<file path="config.mk">
export PLATFORM = sky130hd
export DESIGN_NAME = fib_seg_splitter
export DESIGN_NICKNAME = d
export VERILOG_FILES = /design/src/rtl/fib_pkg.sv /design/src/rtl/fib_seg_acc.sv /design/src/rtl/fib_seg_splitter.sv
export SDC_FILE = /design/constraint.sdc
export NUM_CORES = 1
export LEC_CHECK = 0
export BUFFER_PORTS_ARGS = -buffer_cell sky130_fd_sc_hd__clkbuf_2
export CORE_ASPECT_RATIO = 1.1
export CORE_MARGIN = 2
export CORE_UTILIZATION = 56
export CTS_BUF_LIST = sky130_fd_sc_hd__clkbuf_2
export DETAILED_ROUTE_END_ITERATION = 10
export GPL_TIMING_DRIVEN = 0
export PLACE_DENSITY = 0.83
export SLEW_MARGIN = 20
export SYNTH_ARGS = -nofsm -noshare
export SYNTH_HDL_FRONTEND = slang
export SYNTH_SLANG_ARGS = --single-unit
</file>
<file path="constraint.sdc">
create_clock -name clk -period 5.7 [get_ports clk]
set_input_delay 1.425 -clock clk [delete_from_list [all_inputs] [get_ports clk]]
set_output_delay 1.425 -clock clk [all_outputs]
set_load 0.05 [all_outputs]
</file>
<file path="src/rtl/fib_pkg.sv">
// Shared definitions for the Fibonacci-code segment splitter and decoder.
// State encoding and error-tag bit positions live here so both blocks agree.
package fib_pkg;

    typedef enum logic [1:0] {
        ST_IDLE = 2'd0,
        ST_SCAN = 2'd1,
        ST_EMIT = 2'd2,
        ST_FIN  = 2'd3
    } fib_state_e;

    localparam int ERR_W       = 2;
    localparam int ERR_OVF     = 0;
    localparam int ERR_NODELIM = 1;

endpackage

</file>
<file path="src/rtl/fib_seg_acc.sv">
// Segment accumulator: bits are pushed in scan order into seg[0], seg[1], ...
// Length saturates at W_OUT; further pushes only raise the overflow flag.
module fib_seg_acc #(
    parameter int W_OUT = 32,
    parameter int LEN_W = $clog2(W_OUT + 1)
) (
    input  logic             clk,
    input  logic             rst,
    input  logic             clear_i,
    input  logic             push_i,
    input  logic             bit_i,
    output logic [W_OUT-1:0] seg_o,
    output logic [LEN_W-1:0] len_o,
    output logic             ovf_o
);

    logic [W_OUT-1:0] seg_q, seg_d;
    logic [LEN_W-1:0] len_q, len_d;
    logic             ovf_q, ovf_d;

    always_comb begin
        seg_d = seg_q;
        len_d = len_q;
        ovf_d = ovf_q;
        if (clear_i) begin
            seg_d = '0;
            len_d = '0;
            ovf_d = 1'b0;
        end else if (push_i) begin
            if (len_q < LEN_W'(W_OUT)) begin
                for (int i = 0; i < W_OUT; i++) begin
                    if (LEN_W'(i) == len_q) seg_d[i] = bit_i;
                end
                len_d = len_q + LEN_W'(1);
            end else begin
                ovf_d = 1'b1;
            end
        end
    end

    always_ff @(posedge clk or negedge rst) begin
        if (!rst) begin
            seg_q <= '0;
            len_q <= '0;
            ovf_q <= 1'b0;
        end else begin
            seg_q <= seg_d;
            len_q <= len_d;
            ovf_q <= ovf_d;
        end
    end

    assign seg_o = seg_q;
    assign len_o = len_q;
    assign ovf_o = ovf_q;

endmodule

</file>
<file path="src/rtl/fib_seg_splitter.sv">
// Splits one word of concatenated Fibonacci codewords into up to N_SEG
// segments, one scanned bit per cycle, using a delimiter mask.
module fib_seg_splitter
    import fib_pkg::*;
#(
    parameter int W_IN      = 64,
    parameter int W_OUT     = 32,
    parameter int N_SEG     = 3,
    parameter int MSB_FIRST = 0,
    localparam int LEN_W    = $clog2(W_OUT + 1),
    localparam int IDX_W    = $clog2(N_SEG),
    localparam int PTR_W    = $clog2(W_IN)
) (
    input  logic             clk,
    input  logic             rst,
    input  logic             in_valid,
    output logic             in_ready,
    input  logic [W_IN-1:0]  in_data,
    input  logic [W_IN-1:0]  in_mark,
    output logic             out_valid,
    input  logic             out_ready,
    output logic [W_OUT-1:0] out_data,
    output logic [LEN_W-1:0] out_len,
    output logic [IDX_W-1:0] out_idx,
    output logic             out_last,
    output logic [ERR_W-1:0] out_err,
    output logic             done,
    output logic             busy,
    output logic [1:0]       dbg_state_o
);

    localparam logic [PTR_W-1:0] PTR_START = (MSB_FIRST != 0) ? PTR_W'(W_IN - 1) : '0;
    localparam logic [PTR_W-1:0] PTR_FINAL = (MSB_FIRST != 0) ? '0 : PTR_W'(W_IN - 1);

    fib_state_e       state_q, state_d;
    logic [W_IN-1:0]  data_q, data_d;
    logic [W_IN-1:0]  mark_q, mark_d;
    logic [PTR_W-1:0] rd_ptr_q, rd_ptr_d, rd_ptr_step;
    logic [IDX_W-1:0] seg_cnt_q, seg_cnt_d;
    logic             last_q, last_d;
    logic             nodelim_q, nodelim_d;
    logic             acc_clear, acc_push, acc_ovf;
    logic             cur_mark, at_final;

    assign cur_mark    = mark_q[rd_ptr_q];
    assign at_final    = (rd_ptr_q == PTR_FINAL);
    assign rd_ptr_step = (MSB_FIRST != 0) ? rd_ptr_q - PTR_W'(1) : rd_ptr_q + PTR_W'(1);

    fib_seg_acc #(.W_OUT(W_OUT), .LEN_W(LEN_W)) u_acc (
        .clk     (clk),
        .rst     (rst),
        .clear_i (acc_clear),
        .push_i  (acc_push),
        .bit_i   (data_q[rd_ptr_q]),
        .seg_o   (out_data),
        .len_o   (out_len),
        .ovf_o   (acc_ovf)
    );

    // Both streams: a transfer happens on a rising edge where valid && ready;
    // out_* hold steady while out_valid is high and out_ready is low.
    always_comb begin
        state_d   = state_q;
        data_d    = data_q;
        mark_d    = mark_q;
        rd_ptr_d  = rd_ptr_q;
        seg_cnt_d = seg_cnt_q;
        last_d    = last_q;
        nodelim_d = nodelim_q;
        acc_clear = 1'b0;
        acc_push  = 1'b0;
        unique case (state_q)
            ST_IDLE: begin
                if (in_valid) begin
                    data_d    = in_data;
                    mark_d    = in_mark;
                    rd_ptr_d  = PTR_START;
                    seg_cnt_d = '0;
                    last_d    = 1'b0;
                    nodelim_d = 1'b0;
                    acc_clear = 1'b1;
                    state_d   = ST_SCAN;
                end
            end
            ST_SCAN: begin
                acc_push = 1'b1;
                if (cur_mark || at_final) begin
                    last_d    = (seg_cnt_q == IDX_W'(N_SEG - 1)) || at_final;
                    nodelim_d = ~cur_mark;
                    state_d   = ST_EMIT;
                end else begin
                    rd_ptr_d = rd_ptr_step;
                end
            end
            ST_EMIT: begin
                if (out_ready) begin
                    if (last_q) begin
                        state_d = ST_FIN;
                    end else begin
                        acc_clear = 1'b1;
                        seg_cnt_d = seg_cnt_q + IDX_W'(1);
                        rd_ptr_d  = rd_ptr_step;
                        last_d    = 1'b0;
                        nodelim_d = 1'b0;
                        state_d   = ST_SCAN;
                    end
                end
            end
            ST_FIN: begin
                acc_clear = 1'b1;
                seg_cnt_d = '0;
                last_d    = 1'b0;
                nodelim_d = 1'b0;
                state_d   = ST_IDLE;
            end
            default: state_d = ST_IDLE;
        endcase
    end

    always_ff @(posedge clk or negedge rst) begin
        if (!rst) begin
            state_q   <= ST_IDLE;
            data_q    <= '0;
            mark_q    <= '0;
            rd_ptr_q  <= '0;
            seg_cnt_q <= '0;
            last_q    <= 1'b0;
            nodelim_q <= 1'b0;
        end else begin
            state_q   <= state_d;
            data_q    <= data_d;
            mark_q    <= mark_d;
            rd_ptr_q  <= rd_ptr_d;
            seg_cnt_q <= seg_cnt_d;
            last_q    <= last_d;
            nodelim_q <= nodelim_d;
        end
    end

    assign in_ready             = (state_q == ST_IDLE);
    assign out_valid            = (state_q == ST_EMIT);
    assign out_idx              = seg_cnt_q;
    assign out_last             = last_q;
    assign out_err[ERR_OVF]     = acc_ovf;
    assign out_err[ERR_NODELIM] = nodelim_q;
    assign done                 = (state_q == ST_FIN);
    assign busy                 = (state_q != ST_IDLE);
    assign dbg_state_o          = state_q;

endmodule

</file>
After elaboration in Yosys (flattened, before gate mapping)
Cells that the tools add are included.
Storage, ports and cells
  flip-flop bits (word level): 179
  word-level logic and storage cells: 242
Operators by class
  multiplexer cells: 73
  bitwise logic cells: 1
  equality and inequality tests: 42
  $lt $le $gt $ge: 2
  reductions and logical operators: 80
  add/subtract/negate cells: 3
Operators with widths (count)
  3-bit AND reduction: 33
  5-bit by 6-bit == test with 1-bit output (first input constant): 16
  32-bit two-way mux: 3
  2-bit nonzero test: 35
  4-bit by 6-bit == test with 1-bit output (first input constant): 8
  1-bit two-way mux: 48
  6-bit two-way mux: 7
  3-bit by 6-bit == test with 1-bit output (first input constant): 4
  6-bit case mux with 3 select lines: 1
  2-bit two-way mux: 7
  6-bit by 1-bit adder with 6-bit output (second input constant): 2
  1-bit binary-select mux with 6-bit select: 2
  2-bit by 6-bit == test with 1-bit output (first input constant): 2
  2-bit inequality test (second input constant): 5
  1-bit case mux with 4 select lines: 2
  2-bit case mux with 4 select lines: 1
  4-bit AND reduction: 2
  6-bit by 7-bit < comparator with 1-bit output (second input constant): 1
  1-bit by 6-bit == test with 1-bit output (first input constant): 1
  2-bit == test (second input constant): 3
  6-bit == test (second input constant): 1
  6-bit logical NOT: 1
  6-bit < comparator (second input constant): 1
  2-bit case mux with 3 select lines: 1
  other kinds (10): 14

Logic depth before layout (Yosys ltp)
  word-level depth: 6
  gate-level depth with buffers: 10
  gate-level depth less buffers: 9

Modules after synthesis
Synthesis repeated with hierarchy kept, for this count alone.
Second synthesis, totals
  cells, all modules: 634
  area, all modules: 8557.0 um^2
Modules (own cells, without submodules)
  fib_seg_splitter: cells an instance 452, times used 1, area each 6585.1 um^2
  fib_seg_acc: cells an instance 182, times used 1, area each 1971.9 um^2

Worst setup path after synthesis
No wires, ideal clock.
  kind: register to output
  from: register state_q[1], in the netlist dbg_state_o[1]
  to: output port busy
  path slack: 2.584 ns
  stages on the path, launching flop included: 4
  arrival: 1.691 ns
  cells stage by stage: dfrtp_1 -> inv_1 -> ha_1 -> inv_1
On the way
  word-level cells in the longest chain between the ends: 1
RTL lines
  from (decl): line fib_seg_splitter.sv:35  | fib_state_e state_q, state_d;
  from (signal assigned): line fib_seg_splitter.sv:130  | state_q <= state_d;
  2-bit nonzero test: line fib_seg_splitter.sv:147  | assign busy = (state_q != ST_IDLE);
  to (decl): line fib_seg_splitter.sv:28  | output logic busy,
Every way passes these cells.

Final worst setup path
  from: register state_q[0], in the netlist dbg_state_o[0]
  to: output port busy
The elaborated chain is that of the path after synthesis.

==> metrics <==
worst IR drop on VDD 0.2599 mV; layout cells sized above 1 46.51%; nets@finish 963; Max-slew headroom 42.57%; Routed Antenna Nets 0; Yosys reg bits 179; clock slew at reported path FFs 0.25 ns; Synth area leader dfrtp_1; DR WL/cell 18.47 um; Worst setup startpoint dbg_state_o[0]; largest net degree at the start of global routing 71; Worst Hold Depth 1; commonest non-fill, non-tap cell in the layout clkbuf_2; Worst-Margin Slew 0.8549 ns; worst-path fanout max 6; Worst Setup EP busy; # clock sinks 179; hold_buf cts 0; Layout area overhead 17.48%; Initial Util 56.62%; Hold WC Path Type flip-flop to flip-flop; R2R depth 10; crit path DAT 1.99 ns; Site Rows 47; main flop type after synthesis dfrtp_1; clock skew 0.03964 ns; first-pass GRT wire length 31.24 mm; routability cong. 0.8464; Vias/cell 5.677; Synth cell types 49; die area 0.01604 mm2; cell count after synthesis 619; top cells by area, synth dfrtp_1 (53%), mux2_2 (17%), mux4_2 (8.6%), nor2_1 (2.0%), a32o_1 (1.8%); pwr dens 522.6 mW/mm2; final setup TNS 0 ns; Setup crit start kind flip-flop; Syn Std Cell Area 0.008424 mm2; Max Clock Freq 292.5 MHz; CP Capture Type primary output; commonest non-fill, non-tap cells in the layout clkbuf_2 (196), dfrtp_1 (179), mux2_2 (129); Max Cap Viol 0; nets in the synthesized netlist 762; vias 5842; final setup vio count 0; asr flop ratio synth 100.0%; Worst R2R Setup Slack 2.32 ns; Ports 181; number of global-route vias before repair 6296; Die W 120.9 um; total CTS buffers 17; DR iter-0 viols 440; Synth warnings 0; Leak 4.541 nW; Hold Fails Final Rpt 0; Slew Limit Fails 0; drt pass-1 iters 4; status finished clean; CP max-delay cell dfrtp_1; DRC Markers 0; crit-path cells inv_1 > ha_1 > inv_1 > clkbuf_2; fin crit period 3.419 ns; Core ar. 0.01488 mm2; Die Ht 132.6 um; EDFF count, synth 0; DP HPWL 14.45 mm; reg-to-reg endpoint out_last; FF-to-FF Start rd_ptr_q[1]; Root Buffer clkbuf_2; crit share post-route 59.99%; post-CTS sizing 0; grt ovf 0; RSZ-0062 raised after global routing no; Avg Inst Size Synth 13.61 um2; Post-CTS Setup Inserts 0; drt total wl 19.01 mm; initial antenna violation count 1; Synth top area share 53.17%; Skew-Pair Late Insertion Delay 0.76 ns; Crit Path Category flip-flop to primary output; CTS tree yes; final design utilization 66.52%; most frequent CP cell inv_1; CP max stage delay 0.52 ns; Port-buffer cells 180; part of the Yosys area used for sequential elements 53.17%; GRT Util Overall 25.11%; H-tree depth 4; Req. time, crit path 4.28 ns; Max Root-Sink Buffers 2
## per-layer routing
| layer | track usage (%) | vias up | routed length, um |
|---|---|---|---|
| met2 | 43.98 | 205 | 10250 |
| li1 | - | 2685 | - |
| met3 | 5.129 | 31 | 1141 |
| met1 | 30.07 | 2921 | 7240 |
| met4 | 10.47 | 0 | 379 |
| met5 | 0 | - | 0 |
## power by group
part	internal, mW	total [mW]	leakage (nW)	switching [mW]
Combinational	1.22	2.41	2.18	1.19
Clock	0.249	0.695	0.150	0.446
Sequential	1.78	2.07	2.21	0.289
## synthesized netlist by cell type, types with 3 or more instances
library cell  number
inv_1             11
mux2_2           129
or3_1              3
nor3_1             6
nand2b_1           8
a21oi_1           25
mux4_2            32
buf_6              5
ha_1              11
a22o_1            16
nor2_1            46
mux2i_1            6
clkbuf_1          33
nand3_1            5
nand2_1           24
a32o_1            15
a31oi_1            5
o21ai_0           11
dfrtp_1          179
mux4_1             5
nor2b_1            4
## through the flow
| step | cell area (um2) | cells | power (mW) | hold WS, ns | setup slack, ns |
|---|---|---|---|---|---|
| 6_report | 9897 | 1029 | 5.172 | 0.5298 | 2.281 |
| 3_5_place_dp | 9634 | 997 | 4.518 | 0.4810 | 2.335 |
| 2_1_floorplan | 8424 | 619 | 3.893 | 0.4673 | 2.584 |
| 3_3_place_gp | 9570 | 995 | 4.349 | 0.4766 | 0.2009 |
| 5_1_grt | 9897 | 1029 | 5.504 | 0.4943 | 2.170 |
| 4_1_cts | 9894 | 1028 | 5.210 | 0.4845 | 2.220 |
## worst max-delay path: cells and delay by family (launching register included)
kind | cells | cell delay [ns]
buffers and inverters | 3 | 0.45
adder cells (fa/ha/maj) | 1 | 0.26
flip-flops | 1 | 0.52
## cell type report
cell class | instances | area [um2]
Sequential cell | 179 | 4479
Multi-Input combinational cell | 382 | 3664
Buffer | 45 | 232.7
Antenna cell | 1 | 2.502
Tap cell | 196 | 245.2
Fill cell | 1089 | 4981
Clock buffer | 17 | 85.08
Timing Repair Buffer | 182 | 964.7
Inverter | 13 | 48.80
Clock inverter | 14 | 175.2
## cell families (layout without fill, tap and decap cells)
group           after synthesis  after routing  synth area share (%)
mux                         173            173                 28.20
fa+ha+maj                    11             11                 1.634
compound gates               90             90                 7.797
other cells                   0              1                     0
buf+inv                      58            271                 3.342
xor+xnor                      2              2                0.2080
simple gates                106            106                 5.644
flops                       179            179                 53.17
## state kept, by name (all words and copies together) (netlist names)
signal and cells:
dbg_state_o 2, out_last 1, rd_ptr_q 6, u_acc.len_o 6, mark_q 64, data_q 64, out_idx 2, nodelim_q 1
u_acc.seg_o 32, u_acc.ovf_o 1
## worst min path at each step
stage,from,to,slack (ns)
3_3_place_gp,u_acc.seg_o[10],u_acc.seg_o[10],0.48
6_report,u_acc.seg_o[9],u_acc.seg_o[9],0.53
2_1_floorplan,nodelim_q,nodelim_q,0.47
3_5_place_dp,u_acc.seg_o[9],u_acc.seg_o[9],0.48
5_1_grt,rst,data_q[48],0.49
4_1_cts,rst,data_q[44],0.48
No activity file was read; power rests on OpenSTA's default activity.
